$ cat config.mk
export PLATFORM = sky130hd
export DESIGN_NAME = seq_chunk_adder
export DESIGN_NICKNAME = d
export VERILOG_FILES = /design/src/rtl/adder_pkg.sv /design/src/rtl/chunk_adder.sv /design/src/rtl/seq_chunk_adder.sv
export SDC_FILE = /design/constraint.sdc
export NUM_CORES = 1
export LEC_CHECK = 0
export ABC_AREA = 1
export ABC_CLOCK_PERIOD_IN_PS = 4300
export CORE_ASPECT_RATIO = 1.1
export CORE_MARGIN = 1.5
export CORE_UTILIZATION = 51
export DETAILED_ROUTE_END_ITERATION = 7
export PLACE_DENSITY = 0.88
export SLEW_MARGIN = 20
export SYNTH_ARGS = -nofsm -noshare
export SYNTH_HDL_FRONTEND = slang
export SYNTH_SLANG_ARGS = --single-unit
export TNS_END_PERCENT = 10
$ cat constraint.sdc
create_clock -name clk -period 4.3 [get_ports clk]
set_input_delay 0.645 -clock clk [delete_from_list [all_inputs] [get_ports clk]]
set_output_delay 0.645 -clock clk [all_outputs]
set_load 0.005 [all_outputs]
$ cat src/rtl/adder_pkg.sv
// rtl/adder_pkg.sv - shared types and sizing helpers for the sequential chunk adder
package adder_pkg;

    typedef enum logic [1:0] {
        IDLE = 2'd0,
        RUN  = 2'd1,
        DONE = 2'd2
    } state_t;

    // Number of chunk additions needed to cover one operand.
    function automatic int num_chunks(input int width, input int chunk);
        return width / chunk;
    endfunction

    // Chunk index register width; kept at least one bit so N=1 still has a real register.
    function automatic int idx_bits(input int n);
        return (n > 1) ? $clog2(n) : 1;
    endfunction

endpackage

$ cat src/rtl/chunk_adder.sv
// rtl/chunk_adder.sv - combinational CHUNK-bit ripple-carry adder slice
module chunk_adder #(
    parameter int CHUNK = 4
) (
    input  logic [CHUNK-1:0] a,
    input  logic [CHUNK-1:0] b,
    input  logic             cin,
    output logic [CHUNK-1:0] s,
    output logic             cout
);

    logic [CHUNK:0] c;

    // Ripple the carry bit by bit through the slice.
    always_comb begin
        c    = '0;
        s    = '0;
        c[0] = cin;
        for (int i = 0; i < CHUNK; i++) begin
            s[i]   = a[i] ^ b[i] ^ c[i];
            c[i+1] = (a[i] & b[i]) | (c[i] & (a[i] ^ b[i]));
        end
        cout = c[CHUNK];
    end

endmodule

$ cat src/rtl/seq_chunk_adder.sv
// rtl/seq_chunk_adder.sv - multi-cycle add/subtract, CHUNK bits per clock; ADDER_FLAGS_EN adds zero/ovf outputs
module seq_chunk_adder
    import adder_pkg::*;
#(
    parameter int WIDTH = 32,
    parameter int CHUNK = 4
) (
    input  logic             clk,
    input  logic             rst,
    input  logic             start,
    input  logic [WIDTH-1:0] a,
    input  logic [WIDTH-1:0] b,
    input  logic             sub,
    input  logic             cin,
    output logic             busy,
    output logic             done,
    output logic [WIDTH-1:0] sum,
    output logic             cout
`ifdef ADDER_FLAGS_EN
    ,
    output logic             zero,
    output logic             ovf
`endif
);

    localparam int N     = num_chunks(WIDTH, CHUNK);
    localparam int IDX_W = idx_bits(N);
    localparam logic [IDX_W-1:0] LAST_IDX = IDX_W'(N - 1);

    if (WIDTH % CHUNK != 0) begin : g_bad_chunk
        $error("seq_chunk_adder: WIDTH must be a multiple of CHUNK");
    end

    state_t             state_q, state_d;
    logic               accept;
    logic [IDX_W-1:0]   idx_q;
    logic [WIDTH-1:0]   op_a_q;
    logic [WIDTH-1:0]   op_b_q;
    logic               carry_q;
    logic [WIDTH-1:0]   sum_q;
    logic               cout_q;
    logic [CHUNK-1:0]   chunk_a;
    logic [CHUNK-1:0]   chunk_b;
    logic [CHUNK-1:0]   chunk_s;
    logic               chunk_c;
    logic [WIDTH-1:0]   sum_d;
    logic               last;

    assign last = (idx_q == LAST_IDX);

    // State register; reset aborts any in-flight operation.
    always_ff @(posedge clk or posedge rst) begin
        if (rst) begin
            state_q <= IDLE;
        end else begin
            state_q <= state_d;
        end
    end

    // Next-state and handshake decode; start is only honoured from IDLE.
    always_comb begin
        state_d = state_q;
        accept  = 1'b0;
        busy    = 1'b0;
        done    = 1'b0;
        case (state_q)
            IDLE: begin
                if (start) begin
                    accept  = 1'b1;
                    state_d = RUN;
                end
            end
            RUN: begin
                busy = 1'b1;
                if (last) begin
                    state_d = DONE;
                end
            end
            DONE: begin
                done    = 1'b1;
                state_d = IDLE;
            end
            default: state_d = IDLE;
        endcase
    end

    // Select the current operand chunk and merge its result into the sum image.
    always_comb begin
        chunk_a = '0;
        chunk_b = '0;
        sum_d   = sum_q;
        for (int i = 0; i < N; i++) begin
            if (idx_q == IDX_W'(i)) begin
                chunk_a = op_a_q[i*CHUNK +: CHUNK];
                chunk_b = op_b_q[i*CHUNK +: CHUNK];
                sum_d[i*CHUNK +: CHUNK] = chunk_s;
            end
        end
    end

    chunk_adder #(
        .CHUNK (CHUNK)
    ) u_chunk_adder (
        .a    (chunk_a),
        .b    (chunk_b),
        .cin  (carry_q),
        .s    (chunk_s),
        .cout (chunk_c)
    );

    // Operand latch on accept, then one chunk per RUN cycle with the carry chained through carry_q.
    always_ff @(posedge clk or posedge rst) begin
        if (rst) begin
            idx_q   <= '0;
            op_a_q  <= '0;
            op_b_q  <= '0;
            carry_q <= 1'b0;
            sum_q   <= '0;
            cout_q  <= 1'b0;
`ifdef ADDER_FLAGS_EN
            zero    <= 1'b0;
            ovf     <= 1'b0;
`endif
        end else if (accept) begin
            idx_q   <= '0;
            op_a_q  <= a;
            op_b_q  <= b ^ {WIDTH{sub}};
            carry_q <= sub ? 1'b1 : cin;
        end else if (state_q == RUN) begin
            sum_q   <= sum_d;
            carry_q <= chunk_c;
            idx_q   <= idx_q + IDX_W'(1);
            if (last) begin
                cout_q <= chunk_c;
`ifdef ADDER_FLAGS_EN
                zero   <= (sum_d == '0);
                ovf    <= (chunk_a[CHUNK-1] == chunk_b[CHUNK-1]) &&
                          (chunk_s[CHUNK-1] != chunk_a[CHUNK-1]);
`endif
            end
        end
    end

    assign sum  = sum_q;
    assign cout = cout_q;

endmodule

* Word-level counts from Yosys, hierarchy flattened
Index checks and enable logic that the tools add are counted.
** Operators by class
- $lt $le $gt $ge :: 0
- Shift operators :: 0
- Divide/modulo/power cells :: 0
- Multipliers :: 0
- Add/sub/neg operators :: 1
- Equal/unequal tests :: 11
- Reduce and logical (&&, ||, !) cells :: 12
- Bitwise logic cells :: 22
- Multiplexer cells :: 28
** Operators with widths (count)
- $mux W4 :: 16
- $xor A32 B32 Y32 :: 1
- $reduce_and A3 Y1 :: 8
- $eq A3 B3 Y1 const B :: 4
- $and A1 B1 Y1 :: 8
- $xor A1 B1 Y1 :: 8
- $mux W1 :: 7
- $eq A3 B2 Y1 const B :: 2
- $mux W3 :: 2
- $mux W2 :: 2
- $ne A2 B2 Y1 const B :: 2
- $or A1 B1 Y1 :: 4
- $pmux W2 S2 :: 1
- $add A3 B1 Y3 const B :: 1
- $eq A3 B1 Y1 const B :: 1
- $logic_not A3 Y1 :: 1
- $eq A2 B1 Y1 const B :: 1
- $eq A2 B2 Y1 const B :: 1
- $logic_not A2 Y1 :: 1
- $reduce_and A2 Y1 :: 1
- $reduce_bool A2 Y1 :: 1
- $not A1 Y1 :: 1
** Storage, ports and cells
- Memory bits (writable) :: 0
- Word-level logic and storage cells :: 88
- Latch bits :: 0
- Input port bits :: 69
- Bits in read-only memories :: 0
- Memories :: 0
- Bits in registers :: 103

* Depth between registers and ports, before layout
- Word-level depth :: 20
- Mapped depth :: 19
- Depth with buffers taken out :: 19

* Cells and area by module
Synthesis repeated with hierarchy kept, for this count alone.
** Unflattened totals
- Cells, all modules :: 599
- Area total of the unflattened synthesis :: 4922.2 µm²
** Modules (own cells, without submodules)
- seq_chunk_adder :: sequential area each 2577.5 µm², area an instance 4804.6 µm², cells each 585, instances 1
- chunk_adder :: sequential area each 0.0 µm², area an instance 117.6 µm², cells each 14, instances 1

* Least setup slack after synthesis
No wires, ideal clock.
- Path type :: flip-flop to flip-flop
- From :: register idx_q[0]
- To :: register sum_q[11], in the netlist sum[11]
- Clock period less this slack :: 3225 ps
- Data arrival time :: 3143 ps
- Path slack :: 1075 ps
- Cell stages (with the launch flop) :: 18
- Required time :: 4217 ps
- Path through :: dfrtp_1 > ha_1 > ha_1 > inv_1 > buf_2 > o21ai_0 > inv_1 > nand2_1 > nand2_1 > nand2_1 > a21boi_1 > fa_1 > inv_1 > fa_1 > fa_1 > fa_1 > inv_1 > o21ai_0
** On the way
- Longest elaborated chain between the ends :: 17
- Elaborated cells between the ends (all ways) :: 39
- Classes of those cells :: eq/ne (7); mux (16); bitwise (14); reduce/logical (2)
** Ends and longest elaborated chain
- start, declared :: RTL line seq_chunk_adder.sv:36 : logic [IDX_W-1:0] idx_q;
- start signal, assigned :: RTL line seq_chunk_adder.sv:132 : idx_q <= idx_q + IDX_W'(1);
- $logic_not A3 Y1 :: RTL line seq_chunk_adder.sv:93 : if (idx_q == IDX_W'(i)) begin
- $mux W4 (8 in series) :: RTL line seq_chunk_adder.sv:93
- $xor A1 B1 Y1 :: RTL line chunk_adder.sv:21 : c[i+1] = (a[i] & b[i]) | (c[i] & (a[i] ^ b[i]));
- $and A1 B1 Y1 :: RTL line chunk_adder.sv:21
- $or A1 B1 Y1 :: RTL line chunk_adder.sv:21
- $and A1 B1 Y1 :: RTL line chunk_adder.sv:21
- $or A1 B1 Y1 :: RTL line chunk_adder.sv:21
- $and A1 B1 Y1 :: RTL line chunk_adder.sv:21
- $or A1 B1 Y1 :: RTL line chunk_adder.sv:21
- $xor A1 B1 Y1 (*) :: RTL line chunk_adder.sv:20 : s[i] = a[i] ^ b[i] ^ c[i];
- via chunk_s[3] :: RTL line seq_chunk_adder.sv:44 : logic [CHUNK-1:0] chunk_s;
- end signal, assigned :: RTL line seq_chunk_adder.sv:130 : sum_q <= sum_d;
- end, declared :: RTL line seq_chunk_adder.sv:40 : logic [WIDTH-1:0] sum_q;
Mark *: on every way through the listed nets, which the timed path passes. The rest lies on a longest branch.
A chain may end at the register's enable or synchronous reset.

* Final worst setup path
- From :: register idx_q[2]
- To :: register sum_q[7], in the netlist sum[7]
Same word-level chain as after synthesis.

==> impl.org <==
** Route
- The first TritonRoute pass finished after 6 iterations.
- For this block, the initial DRC count from the detailed router was ~190.
- Final wirelength :: between 10,000 and 15,000 um
- Post-detailed-route DRC marker count :: 0
- Dividing the detail-routed wire length by the instance count gives 13.8 um.
- Dividing the detail-routed via count by the number of cells gives a little over 5.
- The final route contains just over 4,000 vias.
- Once detail routing completed, the nets flagged for antenna violations numbered 0.

** Cells and area
- In the layout the commonest cells are nand2_1 (207), dfrtp_1 (103), clkdlybuf4s50_1 (102), o21ai_0 (93), inv_1 (49).
- The finished cells cover 6240 um2.
- Count of non-filler cells in the finished layout :: just over 800
- The area growth from synthesis to layout is 25.3%.
- The multi-input combinational cells in the finished layout cover a total of 2050 um2.
- The library cell used most frequently in the layout, excluding fill and tap cells, is nand2_1.
- In the final design database the tool counted roughly 770 nets.
- In the final layout, the share of cells above drive strength 1 is approximately 5.5%.
- FF+latch area :: about 2600 um2
- The number of antenna diodes in the final layout is 0.
- Fill cells in the final layout number 784.

** Run status
- The flow ran to the end, and the final reports show no timing, DRC or antenna violations.

** Worst hold path
- The worst hold path belongs to the class reg -> reg.

** Clocking
- Number of setup buffers added after CTS :: 0
- Gates resized during post-CTS repair numbered 0.
- Buffers inserted to repair hold after CTS numbered 0.
- Skew-Pair Late Insertion Delay :: 0.36 ns
- TritonCTS built the clock tree.
- No sink is reached through more buffers than the 2 on the longest clock path.
- Total number of H-tree levels :: 3
- Clock-pin slew was measured on the worst setup and hold paths at roughly 0.09 ns.
- Clock buffer count from CTS :: 9
- The tree is rooted in a clkbuf_8.
- Clock tree sinks :: slightly above 100

** Floorplanning
- Die area :: 10,400 um2
- For this configuration, the core starts out at a cell density of a little over half.
- The die is roughly 97 um wide.
- The initialized floorplan defines 37 standard-cell rows.
- Area of the placeable core :: ~9400 um2
- Top-level I/O count :: roughly 100
- Chip height :: 107 um

** Placement
- DP Worst Slack :: 0.582 ns
- Placed inst area :: 6060 um2
- The HPWL after detailed placement is around 8600 um.
- Counting tap cells, the placed design contains a total of around 800 instances.
- Gp weighted congestion :: 0.893
- Input and output buffers added on the ports amount to between 100 and 150.

** Global routing
- Antenna violations before repair :: 0
- The first global-routing pass estimated about 19,000 um of wire.
- The number of global-route vias before repair is between 4,000 and 5,000.
- Overflow left after global routing :: 0
- Global routing consumed, over all layers together, 22.3% of the routing resources.
- Maximum number of pins on one net before global-route repair :: 81

** Pwr
- Pleak :: 0.00294 uW
- Switching Power :: about 2000 uW
- Sequential cells burn ~37% of the power.
- The clock network accounts for between 10% and 20% of the total power.
- Internal power comes to 2540 uW.
- For this design the ratio of total power to cell area is 732 nW/um2.
- IR Drop Worst-Case VDD :: between 400 and 500 uV
- Proportion of power drawn by combinational gates :: around half
- Switching portion of total power :: about 44%

** Timing
- The routed design could run at a clock period as short as 3.76 ns.
- The count of final max-slew check failures was 0.
- Setup Total Neg Slack :: 0 ns
- Setup repair after global routing left no endpoint under its margin.
- Part of the cycle the worst path needs :: approximately 87%
- Clock tree skew after final layout :: 0.00918 ns
- Slew HR :: a little over 40%
- The final number of hold-violating endpoints was 0.
- Highest clock rate :: roughly 270 MHz
- Setup slack closes at about 0.54 ns.
- Setup violations remaining at the end of the flow were counted as 0.
- Slew of the pin with the lowest slew margin :: approximately 0.9 ns
- Hold is met by slightly below 0.5 ns.

** Worst setup path
- Crit path DAT :: roughly 4 ns
- Type of destination of the critical path :: flip-flop
- The worst setup path is launched from a flip-flop.
- Along the worst path, the maximum fanout reaches 12.
- Critical-path top delay cell :: dfrtp_1
- Kind of critical path :: reg -> reg
- Chain of cells forming the critical path :: inv_8 > ha_1 > inv_1 > o21ai_0 > inv_1 > nand2_1 > nand2_1 > nand2_1 > a21boi_1 > fa_1 > inv_1 > fa_1 > fa_1 > fa_1 > inv_1 > o21ai_0
- STA puts the critical path data required time at between 4 and 5 ns.
- In this design, the stage delay of the slowest critical-path cell is 0.64 ns.

** Yosys
- Summed over all instances, the cell type with the most area after synthesis is dfrtp_1.
- Yosys mapped the design onto 27 distinct sky130hd cell types.
- Total of flip-flops plus latches after synthesis :: 103
- Number of warning messages in the yosys log :: 0
- Post-synthesis instance area :: approximately 5000 um2
- Nets in the synthesized netlist :: approximately 670
- After synthesis, the mean cell area works out to about 8.4 um2.
- Sequential cell area fraction in the yosys report :: ~52%
- Top post-synthesis cells by area :: dfrtp_1 (52%), nand2_1 (16%), o21ai_0 (9.4%), xnor2_1 (5.6%), inv_1 (3.8%)
- Summed over its instances, the top area cell type makes up just over 50% of the synthesized netlist area.
- In the synthesized netlist, the number of instances is roughly 590.

** Run
- Max-Cap Viols :: 0
[through the flow]
stage | total power (uW) | utilization, %
after floorplan | 3130 | -
after global placement | 3910 | 64.2
after detailed placement | 4040 | 64.2
after CTS | 4580 | 66.0
after global routing | 4980 | 66.0
final | 4570 | 66.0
[area by class of cell]
type	instances	area share (%)
Inverter	58	3.65
Clock buffer	11	2.27
Tap cell	117	2.35
Multi-Input combinational cell	410	32.9
Timing Repair Buffer	107	16.9
Sequential cell	103	41.3
Clock inverter	5	0.542
[Yosys cell counts (all sizes together)]
| cell type | n |
|---|---|
| nand2 | 210 |
| dfrtp | 103 |
| o21ai | 94 |
| inv | 57 |
| xnor2 | 32 |
| nand3 | 29 |
| nor2 | 17 |
| buf | 14 |
| a21oi | 11 |
| clkbuf | 9 |
| ha | 6 |
| fa | 4 |
| or2 | 4 |
| a21boi | 1 |
| clkinv | 1 |
| o221ai | 1 |
| o22ai | 1 |
[power by group through the flow]
stage	sequential [uW]	combinational [uW]	clock [uW]
floorplan	1620	1500	0
CTS	1690	2340	555
detailed placement	1700	2340	0
global route	1740	2650	592
finish	1690	2330	548
global placement	1680	2230	0
[kinds of logic (layout without fill, tap and decap cells)]
logic type                 count (synthesis)  in the layout  synth area share [%]
xor gates and xnor gates                  32             32                  5.63
and+or+nand+nor                          260            260                  21.2
AOI/OAI and AO/OA                        108            108                  11.2
adders and majority gates                 10             10                  3.12
DFF                                      103            103                  51.8
buffers and inverters                     81            181                  7.01
[final timing paths]
kind                            depth (start not counted)  slack [ns]                      to                  from
min in group asynchronous                               2        0.83      sum[6]$_DFFE_PP0P_                   rst
worst max-delay path                                   16        0.54      sum[7]$_DFFE_PP0P_  idx_q[2]$_DFFE_PP0P_
worst min register to register                          2        0.49     sum[14]$_DFFE_PP0P_   sum[14]$_DFFE_PP0P_
worst max register to register                         16        0.54      sum[7]$_DFFE_PP0P_  idx_q[2]$_DFFE_PP0P_
worst min-delay path                                    2        0.49     sum[14]$_DFFE_PP0P_   sum[14]$_DFFE_PP0P_
max in group asynchronous                               3        2.70  op_a_q[30]$_DFFE_PP0P_                   rst
[registers in the layout, summed over array words and instances (netlist names)]
signal   flops
op_a_q      32
op_b_q      32
sum         32
idx_q        3
state_q      2
carry_q      1
cout         1
[worst max-delay path: cells and delay by family (launching register included)]
family,cells,cell delay (ns)
DFF,1,0.64
buffers and inverters,5,0.58
and+or+nand+nor,3,0.16
adders and majority gates,5,1.78
AOI/OAI and AO/OA,3,0.51
[metal layers]
layer  track usage (%)  up-vias  share of wire, %
li1                  -     2050                 -
met1              27.9     1940                44
met2              39.8      132                50
met3              4.50       17               4.4
met4              5.28        0               1.6
met5                 0        -                 0
Note: power is estimated with default switching activity, not from simulation.
